[src/rtl/sqrt_pkg.sv]
// Shared definitions for the double-precision square-root core and its output wrapper.
// Holds the format sizes, the 3-bit result flag codes and the core FSM state encoding.
// Ports: none (package).
package sqrt_pkg;

  localparam int M_SIZE   = 53;    // root mantissa width incl. hidden bit
  localparam int EXP_SIZE = 11;    // biased exponent width
  localparam int BIAS     = 1023;  // exponent bias

  // Result classification codes, shared with the output wrapper
  localparam logic [2:0] FLAG_NEG    = 3'b111;
  localparam logic [2:0] FLAG_ZERO   = 3'b001;
  localparam logic [2:0] FLAG_DENORM = 3'b000;
  localparam logic [2:0] FLAG_INF    = 3'b010;
  localparam logic [2:0] FLAG_NAN    = 3'b011;
  localparam logic [2:0] FLAG_NORMAL = 3'b100;

  typedef enum logic [1:0] {
    ST_IDLE = 2'd0,
    ST_CALC = 2'd1,
    ST_FIN  = 2'd2,
    ST_DONE = 2'd3
  } state_t;

endpackage

[src/rtl/sqrt_classify.sv]
// Combinational special-case decode of a raw IEEE-754 double into a result flag code.
// Ports: sign/exp/frac of the operand in, 3-bit flag code out (first matching rule wins).
// Latency: zero (pure combinational).
module sqrt_classify
  import sqrt_pkg::*;
(
  input  logic                sign,
  input  logic [EXP_SIZE-1:0] exp,
  input  logic [M_SIZE-2:0]   frac,
  output logic [2:0]          flags
);

  always_comb begin
    flags = FLAG_NORMAL;
    if (exp == '1 && frac != '0)      flags = FLAG_NAN;     // NaN regardless of sign
    else if (exp == '0 && frac == '0) flags = FLAG_ZERO;    // +0 and -0
    else if (exp == '0)               flags = FLAG_DENORM;  // flushed downstream
    else if (sign)                    flags = FLAG_NEG;     // includes -inf
    else if (exp == '1)               flags = FLAG_INF;
    else                              flags = FLAG_NORMAL;
  end

endmodule

[src/rtl/sqrt_core.sv]
// Iterative double-precision square root: restoring digit recurrence, one root bit per cycle.
// Ports: clk/rst_n (sync active-low); in_valid/in_ready + sign/exp/frac operand;
//        out_valid/out_ready + out_mantisa (53b, hidden bit at 52), out_exp, out_flags.
// Latency: specials 1 cycle, normals 55 cycles (56 with SQRT_ROUND_NEAREST_EN: guard bit + RNE).
// Backpressure: result held stable in DONE until out_ready; one new operand only from IDLE.
module sqrt_core
  import sqrt_pkg::*;
(
  input  logic                clk,
  input  logic                rst_n,
  input  logic                in_valid,
  output logic                in_ready,
  input  logic                in_sign,
  input  logic [EXP_SIZE-1:0] in_exp,
  input  logic [M_SIZE-2:0]   in_frac,
  output logic                out_valid,
  input  logic                out_ready,
  output logic [M_SIZE-1:0]   out_mantisa,
  output logic [EXP_SIZE-1:0] out_exp,
  output logic [2:0]          out_flags
);

`ifdef SQRT_ROUND_NEAREST_EN
  localparam int N_ITER = M_SIZE + 1;  // one extra guard bit
`else
  localparam int N_ITER = M_SIZE;
`endif

  state_t              state;
  logic [107:0]        rad;      // radicand, consumed two bits per cycle from the top
  logic [54:0]         rem;      // partial remainder
  logic [M_SIZE:0]     root;     // root bits, shifted in at the LSB
  logic [5:0]          cnt;
  logic [EXP_SIZE-1:0] res_exp;

  logic [2:0]          cls_flags;
  logic [EXP_SIZE:0]   exp_sum;
  logic [EXP_SIZE-1:0] exp_init;
  logic [107:0]        rad_init;
  logic [57:0]         trial;
  logic [54:0]         rem_next;
  logic [M_SIZE:0]     root_next;
  logic [M_SIZE-1:0]   fin_mant;
  logic [EXP_SIZE-1:0] fin_exp;

  sqrt_classify u_classify (
    .sign  (in_sign),
    .exp   (in_exp),
    .frac  (in_frac),
    .flags (cls_flags)
  );

  // Odd biased exponent means an even unbiased one, so 1.f is used directly;
  // otherwise the mantissa is doubled so the halved exponent stays integral.
  always_comb begin
    exp_sum  = {1'b0, in_exp} + (in_exp[0] ? (EXP_SIZE+1)'(BIAS) : (EXP_SIZE+1)'(BIAS - 1));
    exp_init = EXP_SIZE'(exp_sum >> 1);
    rad_init = in_exp[0] ? {2'b01, in_frac, 54'b0} : {1'b1, in_frac, 55'b0};
  end

  // One restoring step: try subtracting (4*root + 1) from (4*rem + next pair).
  always_comb begin
    trial     = {1'b0, rem, rad[107:106]} - {2'b00, root, 2'b01};
    rem_next  = trial[57] ? 55'({rem, rad[107:106]}) : 55'(trial);
    root_next = {root[M_SIZE-1:0], ~trial[57]};
  end

  always_comb begin
    fin_mant = root[M_SIZE-1:0];
    fin_exp  = res_exp;
`ifdef SQRT_ROUND_NEAREST_EN
    begin
      logic [M_SIZE-1:0] mant_base;
      logic              round_up;
      logic [M_SIZE:0]   mant_sum;
      mant_base = root[M_SIZE:1];
      round_up  = root[0] && ((rem != '0) || mant_base[0]);
      mant_sum  = {1'b0, mant_base} + (M_SIZE+1)'(round_up);
      if (mant_sum[M_SIZE]) begin
        // Root rounded up to exactly 2.0: renormalise to 1.0 and bump the exponent
        fin_mant = {1'b1, {(M_SIZE-1){1'b0}}};
        fin_exp  = res_exp + 1'b1;
      end else begin
        fin_mant = mant_sum[M_SIZE-1:0];
      end
    end
`endif
  end

  always_ff @(posedge clk) begin
    if (!rst_n) begin
      state       <= ST_IDLE;
      in_ready    <= 1'b1;
      out_valid   <= 1'b0;
      out_mantisa <= '0;
      out_exp     <= '0;
      out_flags   <= '0;
      rad         <= '0;
      rem         <= '0;
      root        <= '0;
      cnt         <= '0;
      res_exp     <= '0;
    end else begin
      case (state)
        ST_IDLE: begin
          if (in_valid) begin
            in_ready <= 1'b0;
            if (cls_flags != FLAG_NORMAL) begin
              out_flags   <= cls_flags;
              out_mantisa <= '0;
              out_exp     <= '0;
              out_valid   <= 1'b1;
              state       <= ST_DONE;
            end else begin
              rad     <= rad_init;
              res_exp <= exp_init;
              rem     <= '0;
              root    <= '0;
              cnt     <= '0;
              state   <= ST_CALC;
            end
          end
        end
        ST_CALC: begin
          rem  <= rem_next;
          root <= root_next;
          rad  <= rad << 2;
          cnt  <= cnt + 1'b1;
          if (cnt == 6'(N_ITER - 1)) state <= ST_FIN;
        end
        ST_FIN: begin
          out_mantisa <= fin_mant;
          out_exp     <= fin_exp;
          out_flags   <= FLAG_NORMAL;
          out_valid   <= 1'b1;
          state       <= ST_DONE;
        end
        ST_DONE: begin
          if (out_ready) begin
            out_valid <= 1'b0;
            in_ready  <= 1'b1;
            state     <= ST_IDLE;
          end
        end
        default: state <= ST_IDLE;
      endcase
    end
  end

endmodule

[config.mk]
export PLATFORM = sky130hd
export DESIGN_NAME = sqrt_core
export DESIGN_NICKNAME = d
export VERILOG_FILES = /design/src/rtl/sqrt_pkg.sv /design/src/rtl/sqrt_classify.sv /design/src/rtl/sqrt_core.sv
export SDC_FILE = /design/constraint.sdc
export NUM_CORES = 1
export LEC_CHECK = 0
export CORE_MARGIN = 2
export CORE_UTILIZATION = 50
export CTS_CLUSTER_DIAMETER = 40
export DETAILED_ROUTE_END_ITERATION = 8
export DONT_BUFFER_PORTS = 1
export SLEW_MARGIN = 20
export SYNTH_ARGS = -nofsm -noshare
export SYNTH_HDL_FRONTEND = slang
export SYNTH_SLANG_ARGS = --single-unit
[constraint.sdc]
create_clock -name clk -period 3.78 [get_ports clk]
set_input_delay 0 -clock clk [delete_from_list [all_inputs] [get_ports clk]]
set_output_delay 0 -clock clk [all_outputs]
set_load 0.01 [all_outputs]
Word level (Yosys, flattened, before mapping) --
Index checks and enable logic that the tools add are counted.
Storage, ports and cells: flip-flop bits (word level) 305, bits of input ports 68, output and inout port bits 69, logic and storage cells 84
Operators by class: add/subtract/negate cells 3, eq/ne operators 11, muxes and demuxes 41, bitwise operators 2, reduce and logical (&&, ||, !) cells 16
Operators with widths (number):
- $mux 108 | 3
- $pmux 108 s2 | 1
- $mux 55 | 3
- $pmux 55 s2 | 1
- $mux 54 | 2
- $pmux 54 s2 | 1
- $mux 53 | 2
- $pmux 53 s2 | 1
- $sub 57x56->58 | 1
- $logic_not 52->1 | 1
- $reduce_bool 52->1 | 1
- $mux 11 | 2
- $pmux 11 s2 | 1
- $mux 3 | 7
- $reduce_and 3->1 | 5
- $add 11x10->12 | 1
- $mux 6 | 2
- $pmux 6 s2 | 1
- $eq 11x11->1 const B | 1
- $logic_not 11->1 | 1
- $ne 2x2->1 const B | 5
- $mux 2 | 4
- $pmux 2 s4 | 1
- $add 6x1->6 const B | 1
- other kinds (14) | 24

Longest topological paths before layout --
depth in word-level cells 10, mapped depth 14, mapped depth without buffers 11

Modules after synthesis --
A second synthesis with hierarchy kept.
Unflattened totals: cells, all modules 1812, area total of the unflattened synthesis 14044.7 um^2
By module, submodules not included:
- sqrt_core | instances 1, cells an instance 1778, area each 13838.3 um^2, sequential area each 5024.8 um^2
- sqrt_classify | instances 1, cells an instance 34, area each 206.4 um^2, sequential area each 0.0 um^2

Worst setup path after synthesis --
No wires, ideal clock.
path type input port to flip-flop, start point input port in_exp[0], end point register rem[47], setup time 0.069 ns, arrival 2.818 ns, required time 3.711 ns, slack 0.893 ns, stages on the path 13, buffers on the path 3, path through clkbuf_1 -> buf_1 -> inv_1 -> ha_1 -> and4_1 -> nor4_2 -> nand2_1 -> o21ai_1 -> nand2_1 -> nor2_1 -> clkbuf_1 -> o21ai_0 -> o21ai_1
On the way: word-level cells in the longest chain between the ends 9, elaborated cells on any way between the ends 12, classes of those cells 3 x eq/ne; 5 x mux; 4 x reduce/logical
RTL lines:
- start: declaration | line sqrt_core.sv:14 | input logic [EXP_SIZE-1:0] in_exp,
- $eq 11x11->1 | line sqrt_classify.sv:15, sqrt_classify.sv:19
- $mux 3 | line sqrt_classify.sv:19 | else if (exp == '1) flags = FLAG_INF;
- $mux 3 | line sqrt_classify.sv:18 | else if (sign) flags = FLAG_NEG;
- $mux 3 | line sqrt_classify.sv:17 | else if (exp == '0) flags = FLAG_DENORM;
- $mux 3 | line sqrt_classify.sv:16 | else if (exp == '0 && frac == '0) flags = FLAG_ZERO;
- $mux 3 * | line sqrt_classify.sv:15 | if (exp == '1 && frac != '0) flags = FLAG_NAN;
- $ne 3x3->1 * | line sqrt_core.sv:108 | if (cls_flags != FLAG_NORMAL) begin
- $ne 2x2->1 (no source line) *
- $reduce_and 3->1 (no source line) *
- end signal: assignment | line sqrt_core.sv:125 | rem <= rem_next;
- end: declaration | line sqrt_core.sv:31 | logic [54:0] rem;
Every way passes the cells marked *; elsewhere a longest branch is shown, timed or not. A chain may end at the register's enable or synchronous reset.

Final worst setup path --
start point register root[26], end point register rem[48]
On the way: word-level cells in the longest chain between the ends 3
RTL lines:
- start: declaration | line sqrt_core.sv:32 | logic [M_SIZE:0] root;
- start signal: assignment | line sqrt_core.sv:126 | root <= root_next;
- $sub 57x56->58 | line sqrt_core.sv:63 | trial = {1'b0, rem, rad[107:106]} - {2'b00, root, 2'b01};
- $mux 55 | line sqrt_core.sv:64 | rem_next = trial[57] ? 55'({rem, rad[107:106]}) : 55'(trial);
- $pmux 55 s2 | line sqrt_core.sv:104 | case (state)
Every way passes these cells.

==> results.toml <==
[cells_and_area]
n_fill_cell = 2540
diodes = 0
fin_nets = 2079
fin_cells = 2356
drive_gt1_share_pct = 6.22
multi_input_area_mm2 = 0.00843
regArea_mm2 = 0.00502
syn2layout_area_growth_pct = 19.9
fin_util_pct = 61.1
design_area_mm2 = 0.0170

[clock_tree]
cts_tree = "built"
clock_latency_ns = 0.55
cts.sinks = 251
clk_path_buf_depth = 3
post_cts_buffers = 0
path_clk_slew_ns = 0.06
cts_buffers = 42
htree_levels = 2
root_buffer = "clkbuf_16"

[global_routing]
antenna_found_initial = 0
grt_pass1_vias = 13300
grt_util_all_layers_pct = 25.5
grt_overflow = 0
grt_pass1_wl_um = 65300
grt_max_degree = 161

[setup_path]
path_class = "flop to flop"
rr_startpoint = "root[26]"
worstSetupStartpoint = "root[26]"
worst_setup_path_start_kind = "flop"
required_ns = 4.26
crit_fanout = 20
worstReg2RegEnd = "rem[48]"
rrSetupSlack_ns = 0.34
crit_path_end_kind = "flop"
cp.arrival_ns = 3.91
r2r_cells = 12
endpoint = "rem[48]"

[logic_synthesis]
ys_ff_latch = 251
synth_top_area_share_pct = 35.4
synth_warnings = 0
avgSynthCellArea_um2 = 7.47
synth_flop_cell = "dfxtp_1"
seq_area_frac_synth_pct = 35.4
synth-edff-count = 0
synthDistinctLibCells = 66
syn_area_mm2 = 0.0142
synth.largest_area_cell = "dfxtp_1"
synth_fp_nets = 2033
synth.area.top_cells = "dfxtp_1, nand2_1, a21oi_1, mux2i_1, ha_1"
postSynth.asyncResetShare_pct = 0
synthCells = 1901

[sta]
rsz0062_at_grt = "no"
setup_viol = 0
clock_skew_ns = 0.0218
fin_crit_ns = 3.44
finalMaxSlewViolations = 0
period_share_pct = 91.0
fmax_ghz = 0.291
worst_slew_pin_slew_ns = 0.906
finalSetupTns_ns = 0
slew_headroom_pct = 39.0
hold_viol = 0

[die]
die_h_um = 173
rows = 61
io_pins = 137
start_util_pct = 51.0
fp.coreArea_mm2 = 0.0279
die-area_mm2 = 0.0298
die_x_um = 173

[routing]
drc = 0
drtAntennaViolNets = 0
num_vias = 13500
drt-pass1-iter-count = 7
viasPerCell = 5.73
drt_iter0_drc = 808
wl_per_cell_um = 16.5
routed_wl_um = 39000

[place]
hpwl_um = 25100
placed_cell_area_mm2 = 0.0145
dp_cells = 2172
port_buffers = 0
gp_congestion = 0.894

[outcome]
status = "finished, final reports clean"

[worst_hold_path]
hold_path.class = "primary input to flop"

[job]
cap_violations = 0
## metrics by stage
stage / worst slack, ns / hold slack [ns]
2_1_floorplan: 0.893 / 0.152
3_3_place_gp: 0.276 / 0.0776
3_5_place_dp: 0.272 / 0.0828
4_1_cts: 0.0381 / 0.00444
5_1_grt: 0.0874 / 0.0596
6_report: 0.340 / 0.0195
## registers in the layout (all words and copies together) (netlist names), 2 cells and up
signal	flops
rem	55
rad	54
root	54
out_mantisa	53
fin_exp	11
out_exp	11
cnt	6
out_flags	3
state	2
## layout make-up
cell class	count	area share [%]
Clock inverter	28	1.84
Tap cell	378	2.78
Timing Repair Buffer	132	8.01
Multi-Input combinational cell	1442	49.5
Inverter	78	1.75
Clock buffer	47	6.58
Sequential cell	251	29.5
## repair_timing
action	4_1_cts	5_1_grt
endpoints found under the hold margin	95	0
hold buffers	109	0
setup endpoints to repair	0	2
gates resized for setup	0	4
## worst max-delay path, cell delays in order (launching register included)
cell      delay (ns)
dfxtp_1         0.38
inv_1           0.06
ha_1            0.40
nand4_1         0.23
or3_1           0.46
nor3_2          0.16
nor3b_2         0.22
a211oi_2        0.10
a21oi_2         0.23
a41oi_4         0.24
buf_12          0.23
or4_1           0.51
o21ai_1         0.15
## metal layers
layer / GRT usage [%] / routed length, µm / vias up
li1: - / - / 6739
met4: 7.59 / 854 / 0
met5: 0 / 0 / -
met3: 4.97 / 1950 / 71
met2: 43.8 / 18600 / 316
met1: 32.4 / 17600 / 6366
## cells in the mapped netlist (4+ instances only)
| library cell | number |
|---|---|
| o21bai_1 | 7 |
| buf_4 | 4 |
| a21oi_1 | 232 |
| nand4_1 | 21 |
| buf_1 | 15 |
| clkbuf_1 | 101 |
| o21a_1 | 4 |
| or2_2 | 4 |
| a31oi_1 | 6 |
| xnor2_1 | 38 |
| nor2_1 | 68 |
| o211ai_1 | 10 |
| nor3_1 | 17 |
| a211o_1 | 5 |
| ha_1 | 64 |
| mux2i_1 | 95 |
| or3_1 | 10 |
| and2_1 | 8 |
| o31ai_1 | 11 |
| a311oi_1 | 6 |
| xor2_1 | 21 |
| a21o_1 | 20 |
| nor2b_1 | 6 |
| nand3_1 | 141 |
| o21ai_1 | 4 |
| and3_1 | 6 |
| buf_2 | 10 |
| a32oi_1 | 10 |
| nand2b_1 | 8 |
| nor4_1 | 22 |
| dfxtp_1 | 251 |
| nand2_1 | 399 |
| a21boi_0 | 10 |
| o21ai_0 | 137 |
| a211oi_1 | 16 |
| inv_1 | 77 |
## worst min-delay path by stage
stage | from | end | slack, ns | depth (start not counted)
2_1_floorplan | in_exp[10] | fin_exp[10] | 0.15 | 2
3_3_place_gp | rst_n | in_ready | 0.08 | 1
3_5_place_dp | rst_n | in_ready | 0.08 | 1
4_1_cts | in_exp[4] | out_flags[0] | 0.004 | 6
5_1_grt | in_exp[0] | fin_exp[0] | 0.06 | 4
6_report | in_exp[4] | out_flags[0] | 0.02 | 6
## logic make-up (layout without fill, tap and decap cells)
group,Yosys count,count (layout),share of synthesized area (%)
XOR/XNOR,59,59,3.64
AND/OR/NAND/NOR,719,719,22.3
adder cells (fa/ha/maj),64,64,5.64
AO/OA/AOI/OAI,503,503,20.5
multiplexers,97,97,6.86
flip-flops,251,251,35.4
buffers and inverters,208,285,5.69
## cell usage in the layout, fill, tap and decap left out, types with 6 or more instances in the layout
cell type,count
nor2b_1,6
buf_12,6
a311oi_1,6
nor2_1,66
dlygate4sd3_1,108
xor2_1,21
a21oi_1,231
a31oi_1,6
xnor2_1,38
nand3_1,141
nand2b_1,8
o21bai_1,7
o211ai_1,10
buf_4,16
and3_1,6
a21o_1,20
nor4_1,22
clkinvlp_4,7
a32oi_1,10
nor3_1,17
o21ai_0,137
ha_1,62
nand4_1,21
inv_1,77
clkbuf_16,42
a21boi_0,10
o31ai_1,11
mux2i_1,95
dfxtp_1,251
nand2_1,399
or3_1,10
and2_1,8
a211oi_1,16
Power is left out: the tool's default activity adds up to more than one toggle a clock period on the data nets, which glitch-free logic cannot reach.
